`src/rtl/modbus_pkg.sv`:
```
// Shared constants for the Modbus RTU register file: function codes, exception codes, FSM states.
package modbus_pkg;

  localparam logic [7:0] FC_READ_HOLD   = 8'h03;
  localparam logic [7:0] FC_READ_INPUT  = 8'h04;
  localparam logic [7:0] FC_WRITE_ONE   = 8'h06;
  localparam logic [7:0] FC_WRITE_MULTI = 8'h10;

  localparam logic [7:0] EXC_NONE          = 8'h00;
  localparam logic [7:0] EXC_ILLEGAL_FUNC  = 8'h01;
  localparam logic [7:0] EXC_ILLEGAL_ADDR  = 8'h02;
  localparam logic [7:0] EXC_ILLEGAL_VALUE = 8'h03;

  typedef enum logic [2:0] {
    ST_IDLE,
    ST_CHECK,
    ST_READ,
    ST_WRITE,
    ST_RESP
  } state_t;

  function automatic logic is_supported(input logic [7:0] func);
    return (func == FC_READ_HOLD) || (func == FC_READ_INPUT) ||
           (func == FC_WRITE_ONE) || (func == FC_WRITE_MULTI);
  endfunction

endpackage

```
`src/rtl/modbus_reg_file_if.sv`:
```
// Request / write-word / read-word / response handshakes between the frame logic and the register file.
interface modbus_reg_file_if;

  logic        req_vld;
  logic        req_rdy;
  logic [7:0]  req_func;
  logic [15:0] req_addr;
  logic [15:0] req_qty;

  logic        wr_vld;
  logic        wr_rdy;
  logic [15:0] wr_data;

  logic        rd_vld;
  logic        rd_rdy;
  logic [15:0] rd_data;
  logic        rd_last;

  logic        rsp_vld;
  logic [7:0]  rsp_exc;

  modport slave (
    input  req_vld, req_func, req_addr, req_qty, wr_vld, wr_data, rd_rdy,
    output req_rdy, wr_rdy, rd_vld, rd_data, rd_last, rsp_vld, rsp_exc
  );

  modport master (
    output req_vld, req_func, req_addr, req_qty, wr_vld, wr_data, rd_rdy,
    input  req_rdy, wr_rdy, rd_vld, rd_data, rd_last, rsp_vld, rsp_exc
  );

endinterface

```
`src/rtl/modbus_range_check.sv`:
```
// Combinational request validation: returns the Modbus exception code for a latched request.
module modbus_range_check
  import modbus_pkg::*;
#(
  parameter int                  NUM_HOLD   = 8,
  parameter int                  NUM_INPUT  = 8,
  parameter logic [15:0]         HOLD_BASE  = 16'h0000,
  parameter logic [15:0]         INPUT_BASE = 16'h0000,
  parameter int                  MAX_RD_QTY = 125,
  parameter int                  MAX_WR_QTY = 123,
  parameter logic [NUM_HOLD-1:0] WR_MASK    = '1
) (
  input  logic [7:0]  func,
  input  logic [15:0] addr,
  input  logic [15:0] qty,
  output logic [7:0]  exc
);

  logic        is_rd;
  logic        is_wr;
  logic        qty_bad;
  logic        protect_hit;
  logic [16:0] base;
  logic [16:0] num;
  logic [16:0] off;
  logic [16:0] span;

  // 17-bit offset/span so a start address near 0xFFFF cannot wrap back into range
  always_comb begin
    is_rd   = (func == FC_READ_HOLD) || (func == FC_READ_INPUT);
    is_wr   = (func == FC_WRITE_ONE) || (func == FC_WRITE_MULTI);
    qty_bad = (is_rd && ((qty == 16'd0) || (qty > 16'(MAX_RD_QTY)))) ||
              ((func == FC_WRITE_MULTI) && ((qty == 16'd0) || (qty > 16'(MAX_WR_QTY))));
    base    = (func == FC_READ_INPUT) ? {1'b0, INPUT_BASE} : {1'b0, HOLD_BASE};
    num     = (func == FC_READ_INPUT) ? 17'(NUM_INPUT) : 17'(NUM_HOLD);
    off     = {1'b0, addr} - base;
    span    = off + {1'b0, qty};

    protect_hit = 1'b0;
    for (int i = 0; i < NUM_HOLD; i++) begin
      if ((17'(i) >= off) && (17'(i) < span) && !WR_MASK[i]) begin
        protect_hit = 1'b1;
      end
    end

    exc = EXC_NONE;
    if (!is_supported(func)) begin
      exc = EXC_ILLEGAL_FUNC;
    end else if (qty_bad) begin
      exc = EXC_ILLEGAL_VALUE;
    end else if (({1'b0, addr} < base) || (span > num)) begin
      exc = EXC_ILLEGAL_ADDR;
    end else if (is_wr && protect_hit) begin
      exc = EXC_ILLEGAL_ADDR;
    end
  end

endmodule

```
`src/rtl/modbus_reg_file.sv`:
```
// Modbus RTU slave register file: holding regs (FC03/06/16) and input regs (FC04) with
// snapshot reads, staged atomic multi-register writes and exception reporting.
module modbus_reg_file
  import modbus_pkg::*;
#(
  parameter int                     NUM_HOLD   = 8,
  parameter int                     NUM_INPUT  = 8,
  parameter logic [15:0]            HOLD_BASE  = 16'h0000,
  parameter logic [15:0]            INPUT_BASE = 16'h0000,
  parameter int                     MAX_RD_QTY = 125,
  parameter int                     MAX_WR_QTY = 123,
  parameter logic [NUM_HOLD-1:0]    WR_MASK    = '1,
  parameter logic [NUM_HOLD*16-1:0] HOLD_RST   = '0
) (
  input  logic                      clk,
  input  logic                      rst_n,
  input  logic                      abort,
  modbus_reg_file_if.slave          bus,
  output logic [NUM_HOLD*16-1:0]    hold_regs_o,
  output logic [NUM_HOLD-1:0]       hold_update,
  input  logic [NUM_INPUT*16-1:0]   inp_regs_i
);

  localparam int HW = (NUM_HOLD > 1) ? $clog2(NUM_HOLD) : 1;
  localparam int IW = (NUM_INPUT > 1) ? $clog2(NUM_INPUT) : 1;

  state_t              state;
  logic [7:0]          func_q;
  logic [15:0]         addr_q;
  logic [15:0]         qty_q;
  logic [15:0]         cnt_q;
  logic [15:0]         hold_q  [NUM_HOLD];
  logic [15:0]         stage_q [NUM_HOLD];
  logic [15:0]         snap_q  [NUM_INPUT];
  logic [NUM_HOLD-1:0] stage_mask;
  logic [7:0]          chk_exc;

  logic [15:0]         rd_pos;
  logic [HW-1:0]       rd_hidx;
  logic [IW-1:0]       rd_iidx;
  logic [HW-1:0]       wr_hidx;
  logic [15:0]         rd_word;
  logic                rd_fire;
  logic                wr_fire;
  logic                last_word;

  modbus_range_check #(
    .NUM_HOLD   (NUM_HOLD),
    .NUM_INPUT  (NUM_INPUT),
    .HOLD_BASE  (HOLD_BASE),
    .INPUT_BASE (INPUT_BASE),
    .MAX_RD_QTY (MAX_RD_QTY),
    .MAX_WR_QTY (MAX_WR_QTY),
    .WR_MASK    (WR_MASK)
  ) u_range_check (
    .func (func_q),
    .addr (addr_q),
    .qty  (qty_q),
    .exc  (chk_exc)
  );

  // rd_pos is the word about to be loaded into rd_data: word 0 from CHECK, else the next one
  always_comb begin
    rd_pos    = (state == ST_CHECK) ? 16'd0 : cnt_q + 16'd1;
    rd_hidx   = HW'(addr_q - HOLD_BASE + rd_pos);
    rd_iidx   = IW'(addr_q - INPUT_BASE + rd_pos);
    wr_hidx   = HW'(addr_q - HOLD_BASE + cnt_q);
    rd_word   = (func_q == FC_READ_INPUT) ? snap_q[rd_iidx] : hold_q[rd_hidx];
    rd_fire   = bus.rd_vld & bus.rd_rdy;
    wr_fire   = bus.wr_vld & bus.wr_rdy;
    last_word = (cnt_q == qty_q - 16'd1);
  end

  for (genvar gi = 0; gi < NUM_HOLD; gi++) begin : g_hold_out
    assign hold_regs_o[gi*16 +: 16] = hold_q[gi];
  end

  always_ff @(posedge clk or negedge rst_n) begin
    if (!rst_n) begin
      state       <= ST_IDLE;
      bus.req_rdy <= 1'b1;
      bus.wr_rdy  <= 1'b0;
      bus.rd_vld  <= 1'b0;
      bus.rd_last <= 1'b0;
      bus.rd_data <= 16'd0;
      bus.rsp_vld <= 1'b0;
      bus.rsp_exc <= EXC_NONE;
      hold_update <= '0;
      stage_mask  <= '0;
      func_q      <= 8'd0;
      addr_q      <= 16'd0;
      qty_q       <= 16'd0;
      cnt_q       <= 16'd0;
      for (int i = 0; i < NUM_HOLD; i++) begin
        hold_q[i]  <= HOLD_RST[i*16 +: 16];
        stage_q[i] <= 16'd0;
      end
      for (int i = 0; i < NUM_INPUT; i++) begin
        snap_q[i] <= 16'd0;
      end
    end else begin
      bus.rsp_vld <= 1'b0;
      hold_update <= '0;
      if (abort && (state != ST_IDLE)) begin
        state       <= ST_IDLE;
        bus.req_rdy <= 1'b1;
        bus.rd_vld  <= 1'b0;
        bus.rd_last <= 1'b0;
        bus.wr_rdy  <= 1'b0;
        bus.rsp_exc <= EXC_NONE;
        stage_mask  <= '0;
      end else begin
        case (state)
          ST_IDLE: begin
            if (bus.req_vld) begin
              func_q      <= bus.req_func;
              addr_q      <= bus.req_addr;
              qty_q       <= (bus.req_func == FC_WRITE_ONE) ? 16'd1 : bus.req_qty;
              bus.req_rdy <= 1'b0;
              state       <= ST_CHECK;
              for (int i = 0; i < NUM_INPUT; i++) begin
                snap_q[i] <= inp_regs_i[i*16 +: 16];
              end
            end
          end
          ST_CHECK: begin
            cnt_q <= 16'd0;
            if (chk_exc != EXC_NONE) begin
              bus.rsp_vld <= 1'b1;
              bus.rsp_exc <= chk_exc;
              state       <= ST_RESP;
            end else if ((func_q == FC_READ_HOLD) || (func_q == FC_READ_INPUT)) begin
              bus.rd_vld  <= 1'b1;
              bus.rd_data <= rd_word;
              bus.rd_last <= (qty_q == 16'd1);
              state       <= ST_READ;
            end else begin
              bus.wr_rdy <= 1'b1;
              stage_mask <= '0;
              state      <= ST_WRITE;
            end
          end
          ST_READ: begin
            if (rd_fire) begin
              if (bus.rd_last) begin
                bus.rd_vld  <= 1'b0;
                bus.rd_last <= 1'b0;
                bus.rsp_vld <= 1'b1;
                bus.rsp_exc <= EXC_NONE;
                state       <= ST_RESP;
              end else begin
                cnt_q       <= cnt_q + 16'd1;
                bus.rd_data <= rd_word;
                bus.rd_last <= (rd_pos == qty_q - 16'd1);
              end
            end
          end
          ST_WRITE: begin
            if (wr_fire) begin
              if (last_word) begin
                // Final word bypasses the shadow buffer so every staged reg lands on the same edge
                for (int i = 0; i < NUM_HOLD; i++) begin
                  if (HW'(i) == wr_hidx) begin
                    hold_q[i] <= bus.wr_data;
                  end else if (stage_mask[i]) begin
                    hold_q[i] <= stage_q[i];
                  end
                end
                hold_update <= stage_mask | (NUM_HOLD'(1) << wr_hidx);
                stage_mask  <= '0;
                bus.wr_rdy  <= 1'b0;
                bus.rsp_vld <= 1'b1;
                bus.rsp_exc <= EXC_NONE;
                state       <= ST_RESP;
              end else begin
                stage_q[wr_hidx]    <= bus.wr_data;
                stage_mask[wr_hidx] <= 1'b1;
                cnt_q               <= cnt_q + 16'd1;
              end
            end
          end
          ST_RESP: begin
            bus.rsp_exc <= EXC_NONE;
            bus.req_rdy <= 1'b1;
            state       <= ST_IDLE;
          end
          default: begin
            bus.req_rdy <= 1'b1;
            state       <= ST_IDLE;
          end
        endcase
      end
    end
  end

endmodule

```
`src/flat_wrapper.sv`:
```
// flat-port wrapper written by rule: the top's interface ports become plain ports
module modbus_reg_file_flat import modbus_pkg::*;
#(
  parameter int                     NUM_HOLD   = 8,
  parameter int                     NUM_INPUT  = 8,
  parameter logic [15:0]            HOLD_BASE  = 16'h0000,
  parameter logic [15:0]            INPUT_BASE = 16'h0000,
  parameter int                     MAX_RD_QTY = 125,
  parameter int                     MAX_WR_QTY = 123,
  parameter logic [NUM_HOLD-1:0]    WR_MASK    = '1,
  parameter logic [NUM_HOLD*16-1:0] HOLD_RST   = '0
)
  (clk, rst_n, abort, hold_regs_o, hold_update, inp_regs_i, bus_req_vld, bus_req_func, bus_req_addr, bus_req_qty, bus_wr_vld, bus_wr_data, bus_rd_rdy, bus_req_rdy, bus_wr_rdy, bus_rd_vld, bus_rd_data, bus_rd_last, bus_rsp_vld, bus_rsp_exc);
  modbus_reg_file_if bus_i ();
  input  logic clk;
  input  logic rst_n;
  input  logic abort;
  output logic [NUM_HOLD*16-1:0] hold_regs_o;
  output logic [NUM_HOLD-1:0] hold_update;
  input  logic [NUM_INPUT*16-1:0] inp_regs_i;
  input wire logic [$bits(bus_i.req_vld)-1:0] bus_req_vld;
  input wire logic [$bits(bus_i.req_func)-1:0] bus_req_func;
  input wire logic [$bits(bus_i.req_addr)-1:0] bus_req_addr;
  input wire logic [$bits(bus_i.req_qty)-1:0] bus_req_qty;
  input wire logic [$bits(bus_i.wr_vld)-1:0] bus_wr_vld;
  input wire logic [$bits(bus_i.wr_data)-1:0] bus_wr_data;
  input wire logic [$bits(bus_i.rd_rdy)-1:0] bus_rd_rdy;
  output wire logic [$bits(bus_i.req_rdy)-1:0] bus_req_rdy;
  output wire logic [$bits(bus_i.wr_rdy)-1:0] bus_wr_rdy;
  output wire logic [$bits(bus_i.rd_vld)-1:0] bus_rd_vld;
  output wire logic [$bits(bus_i.rd_data)-1:0] bus_rd_data;
  output wire logic [$bits(bus_i.rd_last)-1:0] bus_rd_last;
  output wire logic [$bits(bus_i.rsp_vld)-1:0] bus_rsp_vld;
  output wire logic [$bits(bus_i.rsp_exc)-1:0] bus_rsp_exc;
  assign bus_i.req_vld = bus_req_vld;
  assign bus_i.req_func = bus_req_func;
  assign bus_i.req_addr = bus_req_addr;
  assign bus_i.req_qty = bus_req_qty;
  assign bus_i.wr_vld = bus_wr_vld;
  assign bus_i.wr_data = bus_wr_data;
  assign bus_i.rd_rdy = bus_rd_rdy;
  assign bus_req_rdy = bus_i.req_rdy;
  assign bus_wr_rdy = bus_i.wr_rdy;
  assign bus_rd_vld = bus_i.rd_vld;
  assign bus_rd_data = bus_i.rd_data;
  assign bus_rd_last = bus_i.rd_last;
  assign bus_rsp_vld = bus_i.rsp_vld;
  assign bus_rsp_exc = bus_i.rsp_exc;
  modbus_reg_file #(.NUM_HOLD(NUM_HOLD), .NUM_INPUT(NUM_INPUT), .HOLD_BASE(HOLD_BASE), .INPUT_BASE(INPUT_BASE), .MAX_RD_QTY(MAX_RD_QTY), .MAX_WR_QTY(MAX_WR_QTY), .WR_MASK(WR_MASK), .HOLD_RST(HOLD_RST)) u_core (.clk(clk), .rst_n(rst_n), .abort(abort), .bus(bus_i), .hold_regs_o(hold_regs_o), .hold_update(hold_update), .inp_regs_i(inp_regs_i));
endmodule
```
`config.mk`:
```
export PLATFORM = sky130hd
export DESIGN_NAME = modbus_reg_file_flat
export DESIGN_NICKNAME = d
export VERILOG_FILES = /design/src/rtl/modbus_pkg.sv /design/src/rtl/modbus_reg_file_if.sv /design/src/rtl/modbus_range_check.sv /design/src/rtl/modbus_reg_file.sv /design/src/flat_wrapper.sv
export SDC_FILE = /design/constraint.sdc
export NUM_CORES = 1
export LEC_CHECK = 0
export CAP_MARGIN = 10
export CORE_MARGIN = 3
export CORE_UTILIZATION = 35
export CTS_BUF_LIST = sky130_fd_sc_hd__clkbuf_16
export CTS_CLUSTER_SIZE = 24
export DETAILED_ROUTE_END_ITERATION = 12
export REMOVE_ABC_BUFFERS = 1
export SYNTH_ARGS = -nofsm -noshare
export SYNTH_HDL_FRONTEND = slang
export SYNTH_SLANG_ARGS = --single-unit
export TNS_END_PERCENT = 30
```
`constraint.sdc`:
```
create_clock -name clk -period 7.2 [get_ports clk]
set_clock_uncertainty 0.1 [all_clocks]
set_input_delay 1.8 -clock clk [delete_from_list [all_inputs] [get_ports clk]]
set_output_delay 1.8 -clock clk [all_outputs]
set_load 0.01 [all_outputs]
```
==> out/qor.txt, run 1 <==
Run status - completed
Post-cts resize count - 0
Mapped cell area - 0.0244 mm^2
Share of the synthesized area in the top cell type - 49.4%
Max stage delay on crit path - 0.86 ns
Worst R2R Start - u_core.qty_q[1]
Leak - 14.6 nW
Syn Area/Cell - 10.7 um^2
Slew HR - 17.1%
Worst-margin pin slew - 1.24 ns
DRT iter0 DRCs - 1314
IO Count - 355
Worst path cell trace - inv_1 -> ha_1 -> nand3_1 -> or4_1 -> xor2_1 -> xnor2_1 -> nor4_1 -> nor2_2 -> nand2_1 -> mux2_2
CTS buffer count - 55
Post-DR wirelength/cell - 21.8 um
Tmin final - 4.60 ns
Overflow after GRT - 0
Clk_lat worst skew - 0.64 ns
Final setup viols - 0
Final core occ - 44.6%
Slowest CP cell - nand2_1
Arr. time, crit path - 5.01 ns
Peak supply drop - 0.152 mV
Clock transition at path regs - 0.06 ns
DP HPWL - 54700 um
Worst Setup Start Kind - flop
Port Buffers - 348
Crit share post-route - 63.9%
F_max - 217 MHz
Initial antenna violation count - 2
Vias after detailed routing - 18383
Sequential share of the synthesized area - 49.5%
Total Wirelength - 77300 um
Crit path from - u_core.qty_q[1]
Mapped Cells - 2279
Clock tree buffer depth - 3
Num rows - 96
FFs w/ async S/R, synth - 100%
WS Path Type - flop to flop
1st-pass router iterations - 5
PwrDens - 256 mW/mm^2
Root buffer cell - clkbuf_16
Pre-CTS WS - 2.10 ns
Setup bufs post-CTS - 0
Post-route setup slack - 2.60 ns
Final hold slack - 0.367 ns
Top delay family on crit path - simple AND/OR/NAND/NOR gates
Clock sink count - 482
Initial Utilization - 35.4%
Most common cell after layout, fill and taps aside - nand2_1
Most used DFF post-synth - dfrtp_1
Die area - 0.0729 mm^2
WP buf/inv - 1
TritonCTS clock tree - done
Largest net degree at the start of global routing - 136
Crit-path max FO - 16
Core Region - 0.0688 mm^2
Fin Setup TNS - 0 ns
Vias in the first global route - 19101
Commonest cells after routing, fill and taps aside - nand2_1 (718), dfrtp_1 (481), clkdlybuf4s50_1 (347)
MaxCap Viol Count - 0
Number of fill cells in the layout - 6390
RSZ-0062 raised after global routing - false
WP data required - 7.61 ns
DRC violations left - 0
CP Capture Type - flop
Layout Nets - 2784
HP Class - flop to flop
Fraction of layout cells with a size suffix above 1 - 20.8%
Global-route wire length before repair - 118000 um
Min-delay src - u_core.snap_q[59]
Post-DR vias/cell - 5.18
Final Hold Vio Count - 0
Tot GR Track Use - 21.0%
Synth Warn # - 0
Layout area overhead - 25.7%
Antenna viol nets, final - 0
Die outline width - 270 um
Synth unique cells - 75
RePlAce Congestion - 0.856
Synth area leader - dfrtp_1
Hold_buf cts - 0
Seq cells post-synth - 482
H-tree depth - 2
Max Slew Vio Count - 0
Dominant cells by area after synthesis - dfrtp_1 (49%), mux2_2 (16%), nand2_1 (11%)
Post-synth EDFFs - 0
Die Ht - 270 um
==> cell usage after synthesis, drive strengths merged (5+ instances only) <==
cell type and number:
nand4 20, and2 10, or3 6, nand3b 6
o21ai 45, buf 39, clkbuf 106, a22o 15
nor4 18, o211ai 13, dfrtp 481, mux2 338
nand2 719, a22oi 35, nand2b 16, o31ai 16
inv 29, ha 22, xnor2 40, a21oi 40
a21o 7, nor3 21, or4 7, o21a 7
and3b 5, a31oi 7, mux4 64, nand3 17
nor2 49, xor2 26
==> metrics by stage <==
| step | instances | instance area (um^2) | total power [mW] |
|---|---|---|---|
| finish | 3546 | 30700 | 7.84 |
| global placement | 3441 | 28700 | 4.83 |
| floorplan | 2139 | 23800 | 4.19 |
| CTS | 3545 | 30700 | 7.91 |
| global route | 3546 | 30700 | 8.22 |
| detailed placement | 3443 | 28700 | 4.86 |
==> state kept, by name (all words and copies together) (netlist names), 8 cells and up <==
| name | flops |
|---|---|
| u_core.addr_q | 16 |
| u_core.bus.rd_data | 16 |
| u_core.snap_q | 128 |
| u_core.stage_mask | 8 |
| u_core.qty_q | 16 |
| u_core.cnt_q | 16 |
| u_core.hold_update | 8 |
| u_core.func_q | 8 |
| u_core.hold_regs_o | 128 |
| u_core.stage_q | 128 |
==> final cells by class <==
cell class	count	area, um^2	area share [%]
inverter	30	113	0.367
clock buffer	55	1380	4.49
tap	931	1160	3.80
clock inverter	47	582	1.90
sequential	482	12100	39.3
multi-input combinational	1627	11600	38.0
antenna	1	2.50	0.00816
timing repair buffer	373	3730	12.2
==> worst register-to-register path, delay by kind of cell, from the launching register on <==
family | cells | cell delay [ns]
AND/OR/NAND/NOR | 5 | 2.48
multiplexers | 1 | 0.43
adder cells (fa/ha/maj) | 1 | 0.38
buffers and inverters | 1 | 0.19
flip-flops | 1 | 0.47
XOR/XNOR | 2 | 0.47
==> kinds of logic (layout without fill, tap and decap cells) <==
logic type / after synthesis / count (layout) / synth area share (%)
xor+xnor: 67 / 67 / 2.47
mux: 403 / 403 / 21.6
compound gates: 211 / 211 / 6.00
buf+inv: 175 / 505 / 3.14
other cells: 1 / 7 / 0.0154
simple gates: 915 / 915 / 16.0
fa+ha+maj: 25 / 25 / 1.37
flops: 482 / 482 / 49.5
==> worst paths after layout <==
kind	to	slack, ns	depth (start not counted)
max	u_core.stage_q[24]	2.60	10
min	u_core.snap_q[59]	0.37	2
max reg2reg	u_core.stage_q[24]	2.60	10
min reg2reg	u_core.snap_q[59]	0.37	2
max in group asynchronous	u_core.hold_regs_o[118]	4.53	2
min in group asynchronous	u_core.snap_q[32]	1.04	1
==> where the power goes <==
| part | total (mW) | leakage [nW] | switching, mW | internal, mW |
|---|---|---|---|---|
| Clock | 3.02 | 0.993 | 1.19 | 1.83 |
| Combinational | 1.75 | 7.18 | 1.05 | 0.699 |
| Sequential | 3.08 | 6.45 | 0.165 | 2.91 |
| Total | 7.84 | 14.6 | 2.41 | 5.43 |
==> metal layers <==
metal	vias up	track usage (%)	part of all wire (%)
met4	2	5.88	2.6
met2	533	34.3	47
met3	112	5.13	6.3
met5	-	0	0.017
li1	8446	-	-
met1	9290	27.7	44
No activity file was read; power rests on OpenSTA's default activity.
==> run 2: changes to the inputs <==
==> constraint.sdc (replaced) <==
create_clock -name clk -period 4.62 [get_ports clk]
set_clock_uncertainty 0.1 [all_clocks]
set_input_delay 1.155 -clock clk [delete_from_list [all_inputs] [get_ports clk]]
set_output_delay 1.155 -clock clk [all_outputs]
set_load 0.01 [all_outputs]
==> out/qor.txt, run 2 (synthesis gave the netlist of run 1 again) <==
Layout area overhead - 26.3%
Clk_lat worst skew - 0.66 ns (+0.02 ns)
CTS buffer count - 56 (+1.8%)
Met2 Use GR - 35.1% (+0.80 points)
Core Region - 0.0688 mm^2 (unchanged)
Post-DR wirelength/cell - 22.4 um (+2.9%)
Root buffer cell - clkbuf_16
Global-route wire length before repair - 122000 um (+2.9%)
Tot GR Track Use - 21.7% (+0.73 points)
Layout Nets - 2816 (+1.1%)
Slowest CP cell - or4_4
Commonest cells after routing, fill and taps aside - nand2_1 (718), dfrtp_1 (481), clkdlybuf4s50_1 (347)
TritonCTS clock tree - done
Max Slew Vio Count - 0 (unchanged)
Area of the multi-input gates - 0.0116 mm^2 (unchanged)
HP Class - flop to flop
Die Ht - 270 um (unchanged)
Vias in the first global route - 19288 (+0.98%)
Peak supply drop - 0.227 mV (+49%)
Clock transition at path regs - 0.06 ns (about the same)
Clock sink count - 482 (unchanged)
Overflow after GRT - 0 (unchanged)
Max stage delay on crit path - 0.60 ns (-0.26 ns)
Arr. time, crit path - 4.58 ns (-0.43 ns)
WS Path Type - flop to flop
WP data required - 5.05 ns (-2.56 ns)
Num rows - 96 (unchanged)
PwrDens - 387 mW/mm^2 (+51%)
Top delay family on crit path - simple AND/OR/NAND/NOR gates
Port Buffers - 348 (unchanged)
WP buf/inv - 2 (+1)
RSZ-0062 raised after global routing - false
GR peak layer - met2
Initial Utilization - 35.4% (unchanged)
Leak - 14.7 nW (+0.53%)
Post-cts resize count - 0 (unchanged)
Post-DR vias/cell - 5.23 (+0.83%)
Die outline width - 270 um (unchanged)
Fraction of layout cells with a size suffix above 1 - 21.5% (+0.72 points)
Run status - completed
Crit-path max FO - 12 (-4)
H-tree depth - 2 (unchanged)
DRC violations left - 0 (unchanged)
Crit share post-route - 90.0% (+26 points)
Storage element area - 0.0121 mm^2 (unchanged)
DRT iter0 DRCs - 1550 (+18%)
Die area - 0.0729 mm^2 (unchanged)
Tot Pwr - 11.9 mW (+52%)
1st-pass router iterations - 5 (unchanged)
Final hold slack - 0.371 ns (+0.00468 ns)
Total Wirelength - 80200 um (+3.8%)
Setup bufs post-CTS - 0 (unchanged)
Worst path cell trace - inv_1 -> ha_1 -> nand3_1 -> or4_1 -> xor2_1 -> xnor2_1 -> or4_4 -> nor2_8 -> o21ai_2 -> buf_4 -> mux2_2
Final Hold Vio Count - 0 (unchanged)
Initial antenna violation count - 2 (unchanged)
F_max - 240 MHz (+11%)
Hold_buf cts - 0 (unchanged)
Vias after detailed routing - 18688 (+1.7%)
MaxCap Viol Count - 0 (unchanged)
Number of fill cells in the layout - 6437 (+0.74%)
Worst-margin pin slew - 1.24 ns (-0.00270 ns)
Clock tree buffer depth - 3 (unchanged)
IO Count - 355 (unchanged)
Worst Setup Start Kind - flop
Largest net degree at the start of global routing - 114 (-16%)
Met3 Use GR - 4.71% (-0.42 points)
Antenna viol nets, final - 0 (unchanged)
Tmin final - 4.16 ns (-0.440 ns)
CP Capture Type - flop
Final setup viols - 0 (unchanged)
RePlAce Congestion - 0.851 (-0.56%)
Most common cell after layout, fill and taps aside - nand2_1
GR Util met1 - 28.7% (+0.93 points)
DP HPWL - 57100 um (+4.4%)
Slew HR - 17.2% (+0.10 points)
==> run 2: cell types whose count changed in the layout (fill, tap and decap cells not counted), sizes merged <==
cell      delta
bufinv       -8
buf         +31
clkinvlp     +1
clkbuf       +1
clkinv       +4
==> run 2: metal layers <==
layer	vias up	part of all wire, %
met5	-	0
met4	0	3.6
met3	139	6.7
met2	590	47
met1	9461	43
li1	8498	-
==> run 2: report_power, final <==
group | internal, mW | total, mW | leakage, nW | switching, mW
Clock | 2.43 | 4.31 | 0.901 | 1.88
Sequential | 4.54 | 4.79 | 6.45 | 0.250
Combinational | 1.14 | 2.81 | 7.35 | 1.67
==> run 2: worst reg2reg max path, delay by kind of cell, from the launching register on <==
kind / cells / cell delay [ns]
XOR/XNOR: 2 / 0.47
flip-flops: 1 / 0.49
buffers and inverters: 2 / 0.46
multiplexers: 1 / 0.28
AND/OR/NAND/NOR: 4 / 1.54
AO/OA/AOI/OAI: 1 / 0.35
adder cells (fa/ha/maj): 1 / 0.35
==> run 2: cell type report <==
class | count | share of cell area [%]
clock inverter | 44 | 1.21
antenna | 1 | 0.00812
sequential | 482 | 39.2
inverter | 30 | 0.366
timing repair buffer | 404 | 13.1
tap | 931 | 3.78
clock buffer | 56 | 4.55
multi-input combinational | 1627 | 37.8
==> run 2: path summary, 6_finish.rpt <==
path | startpoint | cells past startpoint | end | slack [ns]
worst max-delay path | u_core.qty_q[0] | 11 | u_core.hold_regs_o[55] | 0.46
worst min register to register | u_core.snap_q[102] | 2 | u_core.snap_q[102] | 0.37
worst min-delay path | u_core.snap_q[102] | 2 | u_core.snap_q[102] | 0.37
worst max register to register | u_core.qty_q[0] | 11 | u_core.hold_regs_o[55] | 0.46
min in group asynchronous | rst_n | 1 | u_core.snap_q[127] | 0.47
max in group asynchronous | rst_n | 2 | u_core.addr_q[7] | 2.88
==> run 2: stage by stage <==
step / area, um^2 / util (%) / setup TNS (ns) / cells / setup WS [ns]
6_report: 30800 / 44.8 / 0 / 3575 / 0.461
5_1_grt: 30800 / 44.8 / 0 / 3575 / 0.214
4_1_cts: 30800 / 44.8 / 0 / 3574 / 0.460
3_5_place_dp: 29000 / 42.2 / 0 / 3474 / 0.511
3_3_place_gp: 29000 / 42.2 / 0 / 3474 / 0.568
2_1_floorplan: 23800 / - / -39.45 / 2139 / -1.77
